==> src/rtl/axi_rd_arbiter.sv <==
// axi_rd_arbiter
// Two-requester AXI4 read-channel arbiter. Port 0 is the display-critical VGA
// line fetcher, port 1 a secondary reader (DMA/blitter). One burst is in
// flight at a time: a requester is granted in IDLE, its AR is latched and
// replayed to memory in ADDR, and every R beat is routed back to it in DATA
// until rlast.
//
// Ports
//   clock, reset            rising-edge clock, synchronous active-high reset
//   io_in{0,1}_ar*          requester read-address channels (49-bit bits)
//   io_in{0,1}_r*           requester read-data channels (71-bit bits)
//   io_out_ar*, io_out_r*   shared memory master channels, same packing
//   busy                    arbiter not in IDLE
//   grant                   index of the current / last granted port
//   len_err                 sticky: a burst's beat count disagreed with arlen+1
//
// AR packing: {araddr[31:0], arid[3:0], arlen[7:0], arsize[2:0], arburst[1:0]}
// R  packing: {rdata[63:0], rresp[1:0], rlast, rid[3:0]}
module axi_rd_arbiter #(
    parameter int FIXED_PRIO = 0,
    parameter int MAX_SKIP   = 3
) (
    input  logic        clock,
    input  logic        reset,
    input  logic        io_in0_arvalid,
    output logic        io_in0_arready,
    input  logic [48:0] io_in0_arbits,
    output logic        io_in0_rvalid,
    input  logic        io_in0_rready,
    output logic [70:0] io_in0_rbits,
    input  logic        io_in1_arvalid,
    output logic        io_in1_arready,
    input  logic [48:0] io_in1_arbits,
    output logic        io_in1_rvalid,
    input  logic        io_in1_rready,
    output logic [70:0] io_in1_rbits,
    output logic        io_out_arvalid,
    input  logic        io_out_arready,
    output logic [48:0] io_out_arbits,
    input  logic        io_out_rvalid,
    output logic        io_out_rready,
    input  logic [70:0] io_out_rbits,
    output logic        busy,
    output logic        grant,
    output logic        len_err
);

    typedef enum logic [1:0] {IDLE, ADDR, DATA} state_t;

    state_t      state_reg;
    logic [48:0] arbits_reg;
    logic        arvalid_reg;
    logic        grant_reg;
    logic        last_tie_reg;
    logic [7:0]  skip_cnt_reg;
    logic [8:0]  beat_cnt_reg;
    logic        len_err_reg;

    // ---------------- request arbitration ----------------
    logic tie;
    logic tie_pick;
    logic winner;
    logic accept;

    always_comb begin
        tie = io_in0_arvalid & io_in1_arvalid;
        if (FIXED_PRIO != 0) begin
            // Port 1 only breaks through after a run of lost ties, so the
            // display fetcher keeps priority without starving the other port.
            tie_pick = (MAX_SKIP != 0) && (skip_cnt_reg == 8'(MAX_SKIP));
        end else begin
            tie_pick = ~last_tie_reg;
        end
        winner = tie ? tie_pick : io_in1_arvalid;
        accept = (state_reg == IDLE) & (io_in0_arvalid | io_in1_arvalid);
    end

    assign io_in0_arready = (state_reg == IDLE) & io_in0_arvalid & ~winner;
    assign io_in1_arready = (state_reg == IDLE) & io_in1_arvalid & winner;

    // ---------------- read data routing ----------------
    logic [1:0]  port_sel;
    logic [1:0]  rready_vec;
    logic [1:0]  rvalid_vec;
    logic [70:0] rbits_vec [2];

    assign rready_vec = {io_in1_rready, io_in0_rready};

    genvar gi;
    generate
        for (gi = 0; gi < 2; gi++) begin : g_rport
            assign port_sel[gi]   = (state_reg == DATA) && (grant_reg == 1'(gi));
            assign rvalid_vec[gi] = port_sel[gi] & io_out_rvalid;
            assign rbits_vec[gi]  = port_sel[gi] ? io_out_rbits : '0;
        end
    endgenerate

    assign io_in0_rvalid  = rvalid_vec[0];
    assign io_in1_rvalid  = rvalid_vec[1];
    assign io_in0_rbits   = rbits_vec[0];
    assign io_in1_rbits   = rbits_vec[1];
    assign io_out_rready  = |(port_sel & rready_vec);

    logic       beat;
    logic       rlast;
    logic [8:0] arlen_ext;

    assign beat      = (state_reg == DATA) & io_out_rvalid & io_out_rready;
    assign rlast     = io_out_rbits[4];
    assign arlen_ext = {1'b0, arbits_reg[12:5]};

    assign io_out_arvalid = arvalid_reg;
    assign io_out_arbits  = arbits_reg;
    assign busy           = (state_reg != IDLE);
    assign grant          = grant_reg;
    assign len_err        = len_err_reg;

    // ---------------- control ----------------
    always_ff @(posedge clock) begin
        if (reset) begin
            state_reg    <= IDLE;
            arbits_reg   <= '0;
            arvalid_reg  <= 1'b0;
            grant_reg    <= 1'b0;
            last_tie_reg <= 1'b1;
            skip_cnt_reg <= '0;
            beat_cnt_reg <= '0;
            len_err_reg  <= 1'b0;
        end else begin
            case (state_reg)
                IDLE: begin
                    if (accept) begin
                        arbits_reg   <= winner ? io_in1_arbits : io_in0_arbits;
                        grant_reg    <= winner;
                        beat_cnt_reg <= '0;
                        arvalid_reg  <= 1'b1;
                        state_reg    <= ADDR;
                        if (tie) begin
                            last_tie_reg <= winner;
                        end
                        if (winner) begin
                            skip_cnt_reg <= '0;
                        end else if (tie && skip_cnt_reg != 8'hFF) begin
                            skip_cnt_reg <= skip_cnt_reg + 8'd1;
                        end
                    end
                end
                ADDR: begin
                    if (io_out_arready) begin
                        arvalid_reg <= 1'b0;
                        state_reg   <= DATA;
                    end
                end
                DATA: begin
                    if (beat) begin
                        // Saturate so a runaway memory cannot wrap the count
                        // back into the legal range and hide the error.
                        if (beat_cnt_reg != 9'h1FF) begin
                            beat_cnt_reg <= beat_cnt_reg + 9'd1;
                        end
                        if (rlast) begin
                            state_reg <= IDLE;
                            if (beat_cnt_reg != arlen_ext) begin
                                len_err_reg <= 1'b1;
                            end
                        end else if (beat_cnt_reg > arlen_ext) begin
                            // Overlong burst: flag it, keep forwarding until rlast.
                            len_err_reg <= 1'b1;
                        end
                    end
                end
                default: state_reg <= IDLE;
            endcase
        end
    end

endmodule

==> config.mk <==
export PLATFORM = sky130hd
export DESIGN_NAME = axi_rd_arbiter
export DESIGN_NICKNAME = d
export VERILOG_FILES = /design/src/rtl/axi_rd_arbiter.sv
export SDC_FILE = /design/constraint.sdc
export NUM_CORES = 1
export LEC_CHECK = 0
export CAP_MARGIN = 20
export CORE_AREA = 2 2 146 148
export DETAILED_ROUTE_END_ITERATION = 7
export DIE_AREA = 0 0 148 150
export PLACE_DENSITY = 0.55
export SLEW_MARGIN = 10
export SYNTH_ARGS = -nofsm -noshare
export SYNTH_HDL_FRONTEND = slang
export SYNTH_SLANG_ARGS = --single-unit
==> constraint.sdc <==
create_clock -name clock -period 2.7 [get_ports clock]
set_input_delay 0.81 -clock clock [delete_from_list [all_inputs] [get_ports clock]]
set_output_delay 0.81 -clock clock [all_outputs]
set_load 0.02 [all_outputs]
* Word-level counts from Yosys, hierarchy flattened *
Cells that the tools add are included.

storage, ports and cells
  logic and storage cells = 67
  input bits = 177
  output and inout port bits = 200
  register bits = 64

operators by class
  reductions and logical operators = 14
  equality and inequality tests = 10
  $add $sub $neg = 1
  order comparisons = 1
  muxes and demuxes = 19
  bitwise logic cells = 15

operators with widths
  kind                                                   number
  2-to-1 mux 71 bit                                      2
  2-to-1 mux 49 bit                                      1
  2-to-1 mux 9 bit                                       3
  case mux 9 bit (2 select lines)                        1
  AND reduction 4 bit                                    3
  bitwise AND 1 bit                                      10
  adder 9 x 1 -> 9 bit, second input constant            1
  > comparator 9 x 8 -> 1 bit                            1
  inequality test 9 x 8 -> 1 bit                         1
  inequality test 9 bit, second input constant           1
  2-to-1 mux 2 bit                                       4
  inequality test 2 bit, second input constant           4
  nonzero test 2 bit                                     4
  2-to-1 mux 1 bit                                       6
  case mux 2 bit (3 select lines)                        1
  AND reduction 3 bit                                    2
  inequality test 2 x 1 -> 1 bit, second input constant  2
  inverter 1 bit                                         3
  bitwise AND 2 bit                                      1
  equality test 2 x 1 -> 1 bit, second input constant    1
  equality test 2 bit, second input constant             1
  logical AND 1 bit                                      2
  zero test 2 bit                                        1
  case mux 1 bit (2 select lines)                        1
  other kinds (3)                                        3

* Longest topological paths before layout *
  depth after elaboration = 7
  depth in mapped cells = 9
  mapped depth without buffers = 8

* Least setup slack after synthesis *
OpenSTA, ideal clock, no wires.

  kind = input -> output
  start = input io_in1_arvalid
  end = output io_in0_arready
  stages on the path = 4
  slack = 0.330 ns
  data arrival time = 1.560 ns
  required time = 1.890 ns
  path buffers = 2
  path through = a21boi_0 > buf_2 > buf_2 > nor2_1

on the way
  longest elaborated chain between the ends = 4

ends and longest elaborated chain
  what                 RTL line  RTL
  start, declared      31        input logic io_in1_arvalid,
  bitwise AND 1 bit    66        tie = io_in0_arvalid & io_in1_arvalid;
  2-to-1 mux 1 bit *   74        winner = tie ? tie_pick : io_in1_arvalid;
  inverter 1 bit *     78        assign io_in0_arready = (state_reg == IDLE) & io_in0_arvalid & ~winner;
  bitwise AND 1 bit *  78
  end, declared        26        output logic io_in0_arready,

Every way passes the cells marked *; elsewhere a longest branch is shown, timed or not.

* Final worst setup path *
  start = input io_out_rbits[1]
  end = output io_in1_rbits[1]

on the way
  longest elaborated chain between the ends = 1

ends and longest elaborated chain
  what               RTL line  RTL
  start, declared    42        input logic [70:0] io_out_rbits,
  2-to-1 mux 71 bit  94        assign rbits_vec[gi] = port_sel[gi] ? io_out_rbits : '0;
  end, declared      36        output logic [70:0] io_in1_rbits,

Every way passes these cells.

==> run metrics <==
via count between 4k and 5k; synthesized-area fraction occupied by adder cells 3.10%; maximum root-to-sink buffer count 2; TritonCTS Buffers 9; die width 148 um; pwr/cell area between 400 and 500 nW/um2; max reg flops 49; maximum number of pins on one net before global-route repair 77; TritonRoute pass-1 iters 4; post-synthesis net count 685; VDD IR-drop max about 250 uV; Crit. End Element output port; dpl hpwl approximately 16 mm; DR iter-0 viols ~110; synthesis-to-finish area growth 115%; num rows between 50 and 60; largest family of logic cells by synthesized area simple AND/OR/NAND/NOR gates; mux cell area share after synthesis between 10% and 20%; RSZ-0062 raised after global routing true; Worst-Skew Late Latency about 330 ps; Buf+Inv Stages, Crit Path 2; Avg Inst Size Synth 8.10 um2; ys flop type dfxtp_1; final hold viol count 0; worst slew pin tran ~730 ps; initial antenna violation count 2; DRT antenna net count 0; final clock skew roughly 8.9 ps; share of layout cells above drive strength 1 11.1%; via-per-instance ratio between 4 and 5; Synth Area in XOR/XNOR 1.52%; worst path arrival time approximately 1800 ps; CTS Hold Buffers Added 0; Highest Clock Rate 378 MHz; Worst EP required between 1500 and 2000 ps; Crit path largest cell delay 540 ps; Crit Path Class primary input to output port; Remaining DRCs 0; Final Cycle Share about 100%; Initial Util between 10% and 20%; MaxCap Viol Count 0; Remaining Overflow, GRT 0; post-synthesis cell type count 32; Cell Chain, Critical Path clkdlybuf4s50_1 -> and3_1 -> dlygate4sd2_1; EDFF count, synth 0; clk root buf clkbuf_16; wire per inst approximately 18 um; CTS tree yes; register area share after synthesis a little under a third; Fill cells 2125; synth warn 0; Worst setup SP type primary input; clock sink total 64; CTS HTree Levels 3; top-count cell post-synth and3_1; Worst-path clk slew about 50 ps; Die H about 150 um; Syn Inst Count approximately 500; dpl cells 1128; asr flop ratio synth 0%; largest area contributor in the netlist dfxtp_1; global-route wire length before repair approximately 28 mm; I/O pins between 300 and 400; final setup vio count 0; top-area cell type share of the netlist area between 30% and 40%; CP Max Fanout 2; Multi-input gate area roughly 2500 um2; status complete, no violations; PortBufs approximately 380; register bit total from synthesis 64; min-delay worst type flop to flop; Post-Layout Cell Count between 1k and 1.5k; Nets about 1.1k; vias in the first global route 4617; Sum Neg Setup Slack 0 ps; simple-gate area share of the yosys netlist 32.9%; Slowest cell on crit path clkdlybuf4s50_1; Compound-Gate Fraction of Synth Area around 12%; core area around 21000 um2; overall routing resource usage between 15 and 20%; max-slew violation count 0; leak pwr between 4 and 5 nW; register area between 1000 and 1500 um2; synth top area cells dfxtp_1, mux2i_1, and3_1; routability cong. ~0.78; Slew headroom between 50 and 60%; CP delay by family, top buffers and inverters; final WL between 20 and 25 mm; Synth top cells by count and3_1, and2_1, nor2_1; Min Clock Period, post-route roughly 2600 ps; die area 22200 um2; Post-Synthesis Cell Area 4030 um2
## path summary, 6_finish.rpt
check | startpoint | endpoint | slack (ps) | cells past startpoint
min reg2reg | io_out_arvalid$_SDFFE_PP0P_ | io_out_arvalid$_SDFFE_PP0P_ | 460 | 2
max | io_out_rbits[1] | io_in1_rbits[1] | 50 | 3
min | io_out_arvalid$_SDFFE_PP0P_ | io_out_arvalid$_SDFFE_PP0P_ | 460 | 2
max reg2reg | beat_cnt_reg[5]$_SDFFE_PP0P_ | beat_cnt_reg[4]$_SDFFE_PP0P_ | 420 | 8
## layer usage
metal,global-route usage (%),wire (um),vias to the layer above
met5,0,0,-
met3,5.00,1590,14
met2,30.6,10600,231
met1,19.1,8050,2198
li1,-,-,2493
met4,4.90,290,0
## what timing repair did
action | in CTS | in global routing
resized for setup | 196 | 15
setup buffers | 2 | 3
endpoints found under the setup margin | 174 | 49
cloned | 1 | 2
## power by group
group          switching (mW)  leakage [nW]  internal (mW)  total [mW]
registers              0.0630         0.530           1.05        1.11
logic                   0.613          3.45          0.682        1.30
clock network           0.443         0.169          0.932        1.38
## cell usage in the layout (no fill, tap or decap), types with 3 or more instances in the layout
cell	count
clkdlybuf4s15_1	5
a21oi_1	6
nor2_1	69
ha_1	10
nand2b_1	3
and2_1	73
inv_1	12
xor2_1	6
and3_1	77
a211oi_1	49
mux2i_1	50
clkdlybuf4s50_1	225
clkdlybuf4s15_2	24
nand4_1	4
dfxtp_1	63
buf_12	14
o21ai_0	3
clkbuf_16	11
clkbuf_2	5
buf_4	25
nand2_1	4
bufinv_16	3
dlygate4sd2_1	105
## worst register-to-register path: cells and delay by family (launching register included)
family / cells / cell delay (ps)
compound gates: 1 / 670
xor+xnor: 1 / 170
fa+ha+maj: 1 / 190
flops: 1 / 330
simple gates: 5 / 820
## final cells by class
class | instances | area share, %
inverter | 12 | 0.520
sequential | 64 | 14.8
timing repair buffer | 409 | 47.2
clock inverter | 6 | 1.33
multi-input combinational | 376 | 29.3
antenna | 2 | 0.0578
clock buffer | 10 | 2.76
tap | 275 | 3.97
## stage by stage
step	hold WS (ps)	instance area, um2	utilization (%)	setup slack [ps]	total power [mW]
after floorplan	463	4030	-	330	1.68
after global placement	439	8290	40.0	-602	2.43
after detailed placement	455	8290	40.0	-628	2.43
after CTS	465	8580	41.5	-21.2	3.82
after global routing	494	8660	41.9	-36.1	3.97
final	460	8660	41.9	51.0	3.78
## logic make-up after synthesis
| kind of cell | after synthesis |
|---|---|
| AND/OR/NAND/NOR | 241 |
| flip-flops | 64 |
| adder cells (fa/ha/maj) | 10 |
| AO/OA/AOI/OAI | 68 |
| multiplexers | 50 |
| buffers and inverters | 58 |
| XOR/XNOR | 7 |
No activity file was read; power rests on OpenSTA's default activity.
